`config.mk`:
```
export PLATFORM = sky130hd
export DESIGN_NAME = pn_token_tx
export DESIGN_NICKNAME = d
export VERILOG_FILES = /design/src/rtl/pn_pkg.sv /design/src/rtl/pn_tok_buf.sv /design/src/rtl/pn_token_tx.sv
export SDC_FILE = /design/constraint.sdc
export NUM_CORES = 1
export LEC_CHECK = 0
export ABC_AREA = 1
export CAP_MARGIN = 20
export CELL_PAD_IN_SITES_DETAIL_PLACEMENT = 2
export CELL_PAD_IN_SITES_GLOBAL_PLACEMENT = 2
export CORE_AREA = 3 3 125 218
export CTS_BUF_LIST = sky130_fd_sc_hd__clkbuf_4
export DETAILED_ROUTE_END_ITERATION = 8
export DIE_AREA = 0 0 128 221
export PLACE_DENSITY = 0.9
export SLEW_MARGIN = 5
export SYNTH_ARGS = -nofsm -noshare
export SYNTH_HDL_FRONTEND = slang
export SYNTH_SLANG_ARGS = --single-unit
export TNS_END_PERCENT = 50
```
`constraint.sdc`:
```
create_clock -name clk -period 6.02 [get_ports clk]
set_input_delay 0.903 -clock clk [delete_from_list [all_inputs] [get_ports clk]]
set_output_delay 0.903 -clock clk [all_outputs]
set_load 0.05 [all_outputs]
```
`src/rtl/pn_pkg.sv`:
```
// rtl/pn_pkg.sv - shared types and constants for the PN token transmit path
package pn_pkg;

  localparam int MAX_TOK_DEF = 12;
  localparam int MAX_RES_DEF = 4;
  localparam int TIMEOUT_DEF = 64;

  typedef enum logic [1:0] {ST_IDLE, ST_SEND, ST_WAIT, ST_DONE} state_e;

  localparam logic [2:0] OP_ADD = 3'd0;
  localparam logic [2:0] OP_SUB = 3'd1;
  localparam logic [2:0] OP_MUL = 3'd2;
  localparam logic [2:0] OP_ABS = 3'd3;

  localparam logic [1:0] PRE_SORT_DN  = 2'd0;
  localparam logic [1:0] POST_SORT_UP = 2'd1;
  localparam logic [1:0] PRE_STACK    = 2'd2;
  localparam logic [1:0] POST_STACK   = 2'd3;

  typedef struct packed {
    logic       op;
    logic [2:0] val;
  } token_t;

  // Sort modes yield one result per operator triple; stack modes yield a single result.
  function automatic logic [2:0] calc_exp(logic [1:0] mode, int tok_cnt, int max_res);
    int n;
    if (mode == PRE_STACK || mode == POST_STACK) begin
      n = 1;
    end else begin
      n = tok_cnt / 3;
      if (n > max_res) n = max_res;
    end
    return n[2:0];
  endfunction

endpackage

```
`src/rtl/pn_tok_buf.sv`:
```
// rtl/pn_tok_buf.sv - in-order write, indexed read token store with count and full flag
module pn_tok_buf
  import pn_pkg::*;
#(
  parameter  int MAX_TOK = MAX_TOK_DEF,
  localparam int CW      = $clog2(MAX_TOK + 1)
) (
  input  logic          clk,
  input  logic          rst,
  input  logic          wr_i,
  input  token_t        wr_tok_i,
  input  logic          clr_i,
  input  logic [CW-1:0] rd_idx_i,
  output token_t        rd_tok_o,
  output logic [CW-1:0] cnt_o,
  output logic          full_o
);

  token_t        mem_q [MAX_TOK];
  logic [CW-1:0] cnt_q;

  assign full_o   = (cnt_q == CW'(MAX_TOK));
  assign cnt_o    = cnt_q;
  assign rd_tok_o = mem_q[rd_idx_i];

  always_ff @(posedge clk or posedge rst) begin
    if (rst) begin
      cnt_q <= '0;
    end else if (clr_i) begin
      cnt_q <= '0;
    end else if (wr_i && !full_o) begin
      cnt_q <= cnt_q + 1'b1;
    end
  end

  always_ff @(posedge clk) begin
    if (wr_i && !full_o && !clr_i) mem_q[cnt_q] <= wr_tok_i;
  end

endmodule

```
`src/rtl/pn_token_tx.sv`:
```
// rtl/pn_token_tx.sv - replays a buffered PN token frame to the evaluator and captures results
// Optional PN_TX_STATS_EN adds saturating frm_cnt/to_cnt outputs.
module pn_token_tx
  import pn_pkg::*;
#(
  parameter int MAX_TOK     = MAX_TOK_DEF,
  parameter int MAX_RES     = MAX_RES_DEF,
  parameter int TIMEOUT_CYC = TIMEOUT_DEF
) (
  input  logic        clk,
  input  logic        rst,
  input  logic        ld_valid,
  input  logic        ld_op,
  input  logic [2:0]  ld_val,
  output logic        ld_full,
  input  logic        start,
  input  logic [1:0]  start_mode,
  input  logic        clr,
  output logic        busy,
  output logic        pn_in_valid,
  output logic [1:0]  pn_mode,
  output logic        pn_operator,
  output logic [2:0]  pn_in,
  input  logic        pn_out_valid,
  input  logic [31:0] pn_out,
  output logic        done,
  output logic        timeout,
  output logic [2:0]  res_cnt,
  input  logic [1:0]  res_idx,
`ifdef PN_TX_STATS_EN
  output logic [15:0] frm_cnt,
  output logic [15:0] to_cnt,
`endif
  output logic [31:0] res_data
);

  localparam int CW = $clog2(MAX_TOK + 1);
  localparam int RW = $clog2(MAX_RES);
  localparam int IW = $clog2(TIMEOUT_CYC);

  state_e        state_q;
  logic [CW-1:0] snd_idx_q;
  logic [2:0]    exp_q, res_cnt_q;
  logic [IW-1:0] idle_q;
  logic          timeout_q, pn_in_valid_q, pn_operator_q;
  logic [1:0]    pn_mode_q;
  logic [2:0]    pn_in_q;
  logic [31:0]   res_mem_q [MAX_RES];

  token_t        ld_tok, rd_tok;
  logic [CW-1:0] tok_cnt, rd_idx;
  logic          buf_wr, buf_clr, buf_full, can_start;
  logic          send_last, wait_hit, wait_to;

  assign ld_tok    = '{op: ld_op, val: ld_val};
  assign buf_wr    = (state_q == ST_IDLE) && ld_valid && !clr;
  assign buf_clr   = clr && (state_q == ST_IDLE || state_q == ST_DONE);
  assign rd_idx    = (state_q == ST_SEND) ? snd_idx_q : '0;
  // A load in the same cycle takes precedence over start, and clr beats both.
  assign can_start = start && !clr && !buf_wr && (tok_cnt != '0);
  assign send_last = (state_q == ST_SEND) && (snd_idx_q == tok_cnt);
  assign wait_hit  = (state_q == ST_WAIT) && pn_out_valid && (res_cnt_q + 3'd1 == exp_q);
  assign wait_to   = (state_q == ST_WAIT) && !pn_out_valid && (idle_q == IW'(TIMEOUT_CYC - 1));

  pn_tok_buf #(.MAX_TOK(MAX_TOK)) u_buf (
    .clk      (clk),
    .rst      (rst),
    .wr_i     (buf_wr),
    .wr_tok_i (ld_tok),
    .clr_i    (buf_clr),
    .rd_idx_i (rd_idx),
    .rd_tok_o (rd_tok),
    .cnt_o    (tok_cnt),
    .full_o   (buf_full)
  );

  always_ff @(posedge clk or posedge rst) begin
    if (rst) begin
      state_q       <= ST_IDLE;
      snd_idx_q     <= '0;
      exp_q         <= '0;
      res_cnt_q     <= '0;
      idle_q        <= '0;
      timeout_q     <= 1'b0;
      pn_in_valid_q <= 1'b0;
      pn_mode_q     <= '0;
      pn_operator_q <= 1'b0;
      pn_in_q       <= '0;
      for (int i = 0; i < MAX_RES; i++) res_mem_q[i] <= '0;
    end else begin
      unique case (state_q)
        ST_IDLE, ST_DONE: begin
          if (can_start) begin
            state_q       <= ST_SEND;
            pn_mode_q     <= start_mode;
            exp_q         <= calc_exp(start_mode, 32'(tok_cnt), MAX_RES);
            res_cnt_q     <= '0;
            timeout_q     <= 1'b0;
            pn_in_valid_q <= 1'b1;
            pn_operator_q <= rd_tok.op;
            pn_in_q       <= rd_tok.val;
            snd_idx_q     <= CW'(1);
          end else if (clr) begin
            state_q   <= ST_IDLE;
            timeout_q <= 1'b0;
          end
        end
        ST_SEND: begin
          if (send_last) begin
            pn_in_valid_q <= 1'b0;
            pn_mode_q     <= '0;
            pn_operator_q <= 1'b0;
            pn_in_q       <= '0;
            idle_q        <= '0;
            state_q       <= (exp_q != '0) ? ST_WAIT : ST_DONE;
          end else begin
            pn_operator_q <= rd_tok.op;
            pn_in_q       <= rd_tok.val;
            snd_idx_q     <= snd_idx_q + 1'b1;
          end
        end
        ST_WAIT: begin
          if (pn_out_valid) begin
            res_mem_q[res_cnt_q[RW-1:0]] <= pn_out;
            res_cnt_q <= res_cnt_q + 3'd1;
            idle_q    <= '0;
            if (wait_hit) state_q <= ST_DONE;
          end else if (wait_to) begin
            timeout_q <= 1'b1;
            state_q   <= ST_DONE;
          end else begin
            idle_q <= idle_q + 1'b1;
          end
        end
      endcase
    end
  end

  assign ld_full     = buf_full;
  assign busy        = (state_q == ST_SEND) || (state_q == ST_WAIT);
  assign done        = (state_q == ST_DONE);
  assign timeout     = timeout_q;
  assign res_cnt     = res_cnt_q;
  assign res_data    = res_mem_q[res_idx];
  assign pn_in_valid = pn_in_valid_q;
  assign pn_mode     = pn_mode_q;
  assign pn_operator = pn_operator_q;
  assign pn_in       = pn_in_q;

`ifdef PN_TX_STATS_EN
  logic [15:0] frm_cnt_q, to_cnt_q;

  always_ff @(posedge clk or posedge rst) begin
    if (rst) begin
      frm_cnt_q <= '0;
      to_cnt_q  <= '0;
    end else begin
      if (((send_last && exp_q == '0) || wait_hit) && frm_cnt_q != 16'hFFFF)
        frm_cnt_q <= frm_cnt_q + 16'd1;
      if (wait_to && to_cnt_q != 16'hFFFF)
        to_cnt_q <= to_cnt_q + 16'd1;
    end
  end

  assign frm_cnt = frm_cnt_q;
  assign to_cnt  = to_cnt_q;
`endif

endmodule
```
### Word level (Yosys, flattened, before mapping)

Memory sizes are Yosys's and may differ from the RTL's.
Index checks and enable logic that the tools add are counted.

* register bits after elaboration: 158
* RAM bits: 48
* input bits: 46
* word-level logic and storage cells: 133
* memories: 1

* add/subtract/negate cells: 4
* divide/modulo/power cells: 1
* magnitude comparators: 4
* equal/unequal tests: 19
* multiplexer cells: 48
* bitwise logic cells: 2
* reduce and logical (&&, ||, !) cells: 39

Memory list
* u_buf.mem_q: words 12, width 4, read ports 1, clocked after memory_dff 0, wr ports 1, line pn_tok_buf.sv:19 `token_t mem_q [MAX_TOK];`

Operators by type and width (count)
* bitwise mux 128 bit: 1
* two-way mux 32 bit: 3
* binary-select mux 32 bit (select 2 bit): 1
* demux 32 bit (select 2 bit): 1
* divider 5 x 3 -> 32 bit, second input constant: 1
* > comparator 32 x 4 -> 1 bit, second input constant: 1
* two-way mux 4 bit: 5
* two-way mux 3 bit: 6
* two-way mux 6 bit: 3
* two-way mux 2 bit: 8
* logical AND 1 bit: 14
* inequality test 2 bit, second input constant: 6
* inequality test 3 bit, second input constant: 4
* one-hot mux 3 bit (2 select lines): 2
* one-hot mux 6 bit (2 select lines): 1
* AND reduction 3 bit: 4
* two-way mux 1 bit: 11
* adder 4 x 1 -> 4 bit, second input constant: 2
* equality test 2 bit, second input constant: 4
* one-hot mux 4 bit (2 select lines): 1
* AND reduction 4 bit: 2
* nonzero test 2 bit: 4
* adder 6 x 1 -> 6 bit, second input constant: 1
* equality test 6 bit, second input constant: 1
* other kinds (18): 30

### Longest topological paths before layout

* depth after elaboration: 8
* gate-level depth with buffers: 12
* gate-level depth less buffers: 12

### Modules after synthesis

A second synthesis with hierarchy kept.

* cell total of the unflattened synthesis: 1108
* area total of the unflattened synthesis: 9626.7 um^2

By module, submodules not included
* pn_token_tx: instances 1, cells an instance 876, area each 7253.2 um^2, sequential area each 3853.7 um^2
* pn_tok_buf: instances 1, cells an instance 232, area each 2373.5 um^2, sequential area each 1541.5 um^2

### Worst setup path after synthesis

No wires, ideal clock.

* path kind: input -> output
* start point: input port res_idx[0]
* end point: output port res_data[21]
* data arrival time: 2.284 ns
* path slack: 2.833 ns
* cell stages on the path: 4
* path buffers: 2
* cell sequence: clkbuf_1 > clkbuf_1 > nor2_1 > o22ai_1

* cells in the longest elaborated chain, start to end: 4

RTL lines
* start, declared: line pn_token_tx.sv:29 `input logic [1:0] res_idx,`
* NOT 2 -> 3 bit (not written as such): line pn_token_tx.sv:144 `assign res_data = res_mem_q[res_idx];`
* binary-select mux 32 bit (select 2 bit): line pn_token_tx.sv:144
* two-way mux 32 bit (not written as such) (2 in series): line pn_token_tx.sv:144
* end, declared: line pn_token_tx.sv:34 `output logic [31:0] res_data`

Every way passes these cells. The select of a mux whose other input is x is not followed.

### Worst setup path after layout

* start point: input port res_idx[1]
* end point: output port res_data[28]

Same word-level chain as after synthesis.

==> impl_metrics.yaml <==
synth:
  ys_seq_elements: 206
  ys_types: 34
  synth-edff-count: 48
  synthFlopType: "dfrtp_1"
  syn_area_mm2: 0.00947
  syn-mean-instance-area_um2: 8.83
  ys_warn_count: 0
  ys_seq_area_share_pct: 57.0
  syn_inst: 1073
  syn-num-nets: 1136
  ys_async_sr_fraction_pct: 76.7
drt:
  wirelength_mm: 30.6
  vias: 8153
  dr.pass1.iters: 4
  viasPerCell: 5.34
  ant_nets: 0
  drtIter0Drc: 333
  remaining_drc_errors: 0
  avgRoutedWirePerCell_um: 20.0
layout:
  mostFrequentLayoutCell: "nand2_1"
  nFillCells: 2861
  drive_gt1_share_pct: 10.4
  utilization_pct: 43.6
  area_growth_syn_to_layout_pct: 18.6
  layout_common_cells: "nand2_1, o21ai_0, dfrtp_1, nor2_1, clkdlybuf4s50_1"
  nets: 1237
floorplan:
  num_rows: 78
  die_w_um: 128
  initial_utilization_pct: 36.8
  dieArea_mm2: 0.0283
  ios: 92
  core_area_mm2: 0.0258
  die_y_um: 221
status:
  outcome: "finished, final reports clean"
clock_network:
  clk_pin_slew_worst_paths_ns: 0.07
  clkSinkCount: 206
  cts_tree: "yes"
  cts.path.max_buffers: 3
  cts_resized: 0
  clock_latency_ns: 0.67
  postCtsSetupBuffers: 0
  h-tree-depth: 2
  cts_buffers: 51
  cts_hold_buf: 0
  root_buffer: "clkbuf_4"
worst_setup_path:
  start_kind: "input port"
  cp_common_cell: "clkdlybuf4s50_1"
  crit_path_end_kind: "primary output"
  cp.arrival_ns: 3.56
  crit_path_max_incr_delay_ns: 0.88
  cp.required_ns: 5.12
  criticalPathCategory: "input port to primary output"
  slowest_stage: "clkdlybuf4s50_1"
  path_cells: "clkdlybuf4s50_1, inv_1, buf_4, o21ai_0, o22ai_1, clkdlybuf4s50_1"
  path_max_fanout: 18
global_routing:
  grt_max_degree: 68
  grt_use_total_pct: 22.0
  antenna_found_initial: 1
  grt_pass1_wl_mm: 50.2
  grt_remaining_overflow: 0
  first_global_vias: 9535
timing:
  max_slew_margin_pct: 36.6
  rsz0062_at_grt: "no"
  setup_viol: 0
  fin_tns_setup_ns: 0
  timing.fmax_mhz: 224
  min_period_over_period_pct: 74.1
  finalHoldViolations: 0
  final-max-slew-violation-count: 0
  finalCriticalPeriod_ns: 4.46
  worst_slack_ns: 1.56
  tightest_slew_ns: 0.944
  fin_skew_ns: 0.0381
pwr:
  power.density_mw_per_mm2: 447
  p_total_mw: 5.02
  ir_drop_uv: 247
  power_leakage_nw: 5.07
placement:
  gp_congestion: 0.773
  io_buffers: 91
  pre_cts_ws_ns: 1.57
  dp_hpwl_mm: 20.5
job:
  maxCapViolCount: 0
worst_hold_path:
  holdCritPathClass: "flop to flop"
## cell usage after synthesis, types with 2 or more instances
cell type	instances	area (µm²)
nand2_1	244	916
o21ai_0	224	1120
dfrtp_1	158	3950
nor2_1	110	413
inv_1	81	304
edfxtp_1	48	1440
o22ai_1	33	206
clkbuf_1	31	116
nand3_1	20	100
buf_2	18	90.1
ha_1	17	213
nand2_2	13	81.3
nand4_1	8	50.1
nor3_1	8	40.0
o211ai_1	8	60.1
a21oi_1	7	35.0
o21ai_2	7	61.3
inv_2	6	22.5
nor2_2	5	31.3
o21ai_1	4	20.0
buf_4	3	22.5
o21bai_1	3	22.5
buf_6	2	22.5
clkinv_1	2	7.51
nand3b_1	2	15.0
or2_2	2	12.5
xor2_1	2	17.5
## where the power goes
part           internal, mW  leakage (nW)  total [mW]  switching [mW]
Combinational         0.567          2.19        1.77            1.20
Sequential             1.84          2.52        2.13           0.290
Clock                 0.553         0.359        1.12           0.568
## layer usage
metal  vias up  track usage (%)  routed length, µm
met1      4120             23.5              11200
met4         0             8.94               1200
li1       3774                -                  -
met5         -                0                  0
met2       176             42.0              17300
met3        83             3.50                849
## sequential cells by signal (all words and copies together), names as in the netlist
name / count
pn_in_valid: 1
timeout: 1
exp_q: 3
state_q: 2
idle_q: 6
pn_mode: 2
u_buf.mem_q: 48
u_buf.cnt_o: 4
snd_idx_q: 4
res_cnt: 3
res_mem_q: 128
pn_in: 3
pn_operator: 1
## metrics by stage
step | std cells | area [µm²] | hold WS, ns
6_report | 1528 | 11200 | 0.486
5_1_grt | 1528 | 11200 | 0.512
4_1_cts | 1526 | 11200 | 0.489
3_5_place_dp | 1440 | 10600 | 0.474
3_3_place_gp | 1440 | 10600 | 0.461
2_1_floorplan | 1073 | 9470 | 0.448
## cell type report
class	instances	area (µm²)	share of cell area, %
diodes	1	2.50	0.0223
multi-input cells	723	3480	31.0
inverters	89	339	3.02
clock buffers	73	548	4.88
well taps	320	400	3.56
clock inverters	13	50.0	0.445
flip-flops and latches	206	5400	48.0
repair buffers	103	1020	9.04
## cell families (layout without fill, tap and decap cells)
family	Yosys count	count (layout)	synth area share [%]
compound gates	288	288	16.3
xor+xnor	2	2	0.185
fa+ha+maj	17	17	2.25
buf+inv	144	278	6.27
flops	206	206	57.0
other cells	0	1	0
simple gates	416	416	18.1
## path summary, 6_finish.rpt
kind                                            startpoint                           to  slack [ns]  depth (start not counted)
worst max-delay path                            res_idx[1]                 res_data[28]        1.56                          6
worst min-delay path             res_mem_q[34]$_DFFE_PP0P_    res_mem_q[34]$_DFFE_PP0P_        0.49                          2
worst max register to register  u_buf.cnt_o[0]$_DFFE_PP0P_  u_buf.mem_q[4][1]$_DFFE_PP_        3.31                          7
worst min register to register   res_mem_q[34]$_DFFE_PP0P_    res_mem_q[34]$_DFFE_PP0P_        0.49                          2
max in group asynchronous                              rst    res_mem_q[51]$_DFFE_PP0P_        4.09                          3
min in group asynchronous                              rst    res_mem_q[88]$_DFFE_PP0P_        0.65                          2
## critical path, delay by kind of cell
family	cells	cell delay, ns
AO/OA/AOI/OAI	2	0.42
buffers and inverters	4	2.22
Note: power is estimated with default switching activity, not from simulation.
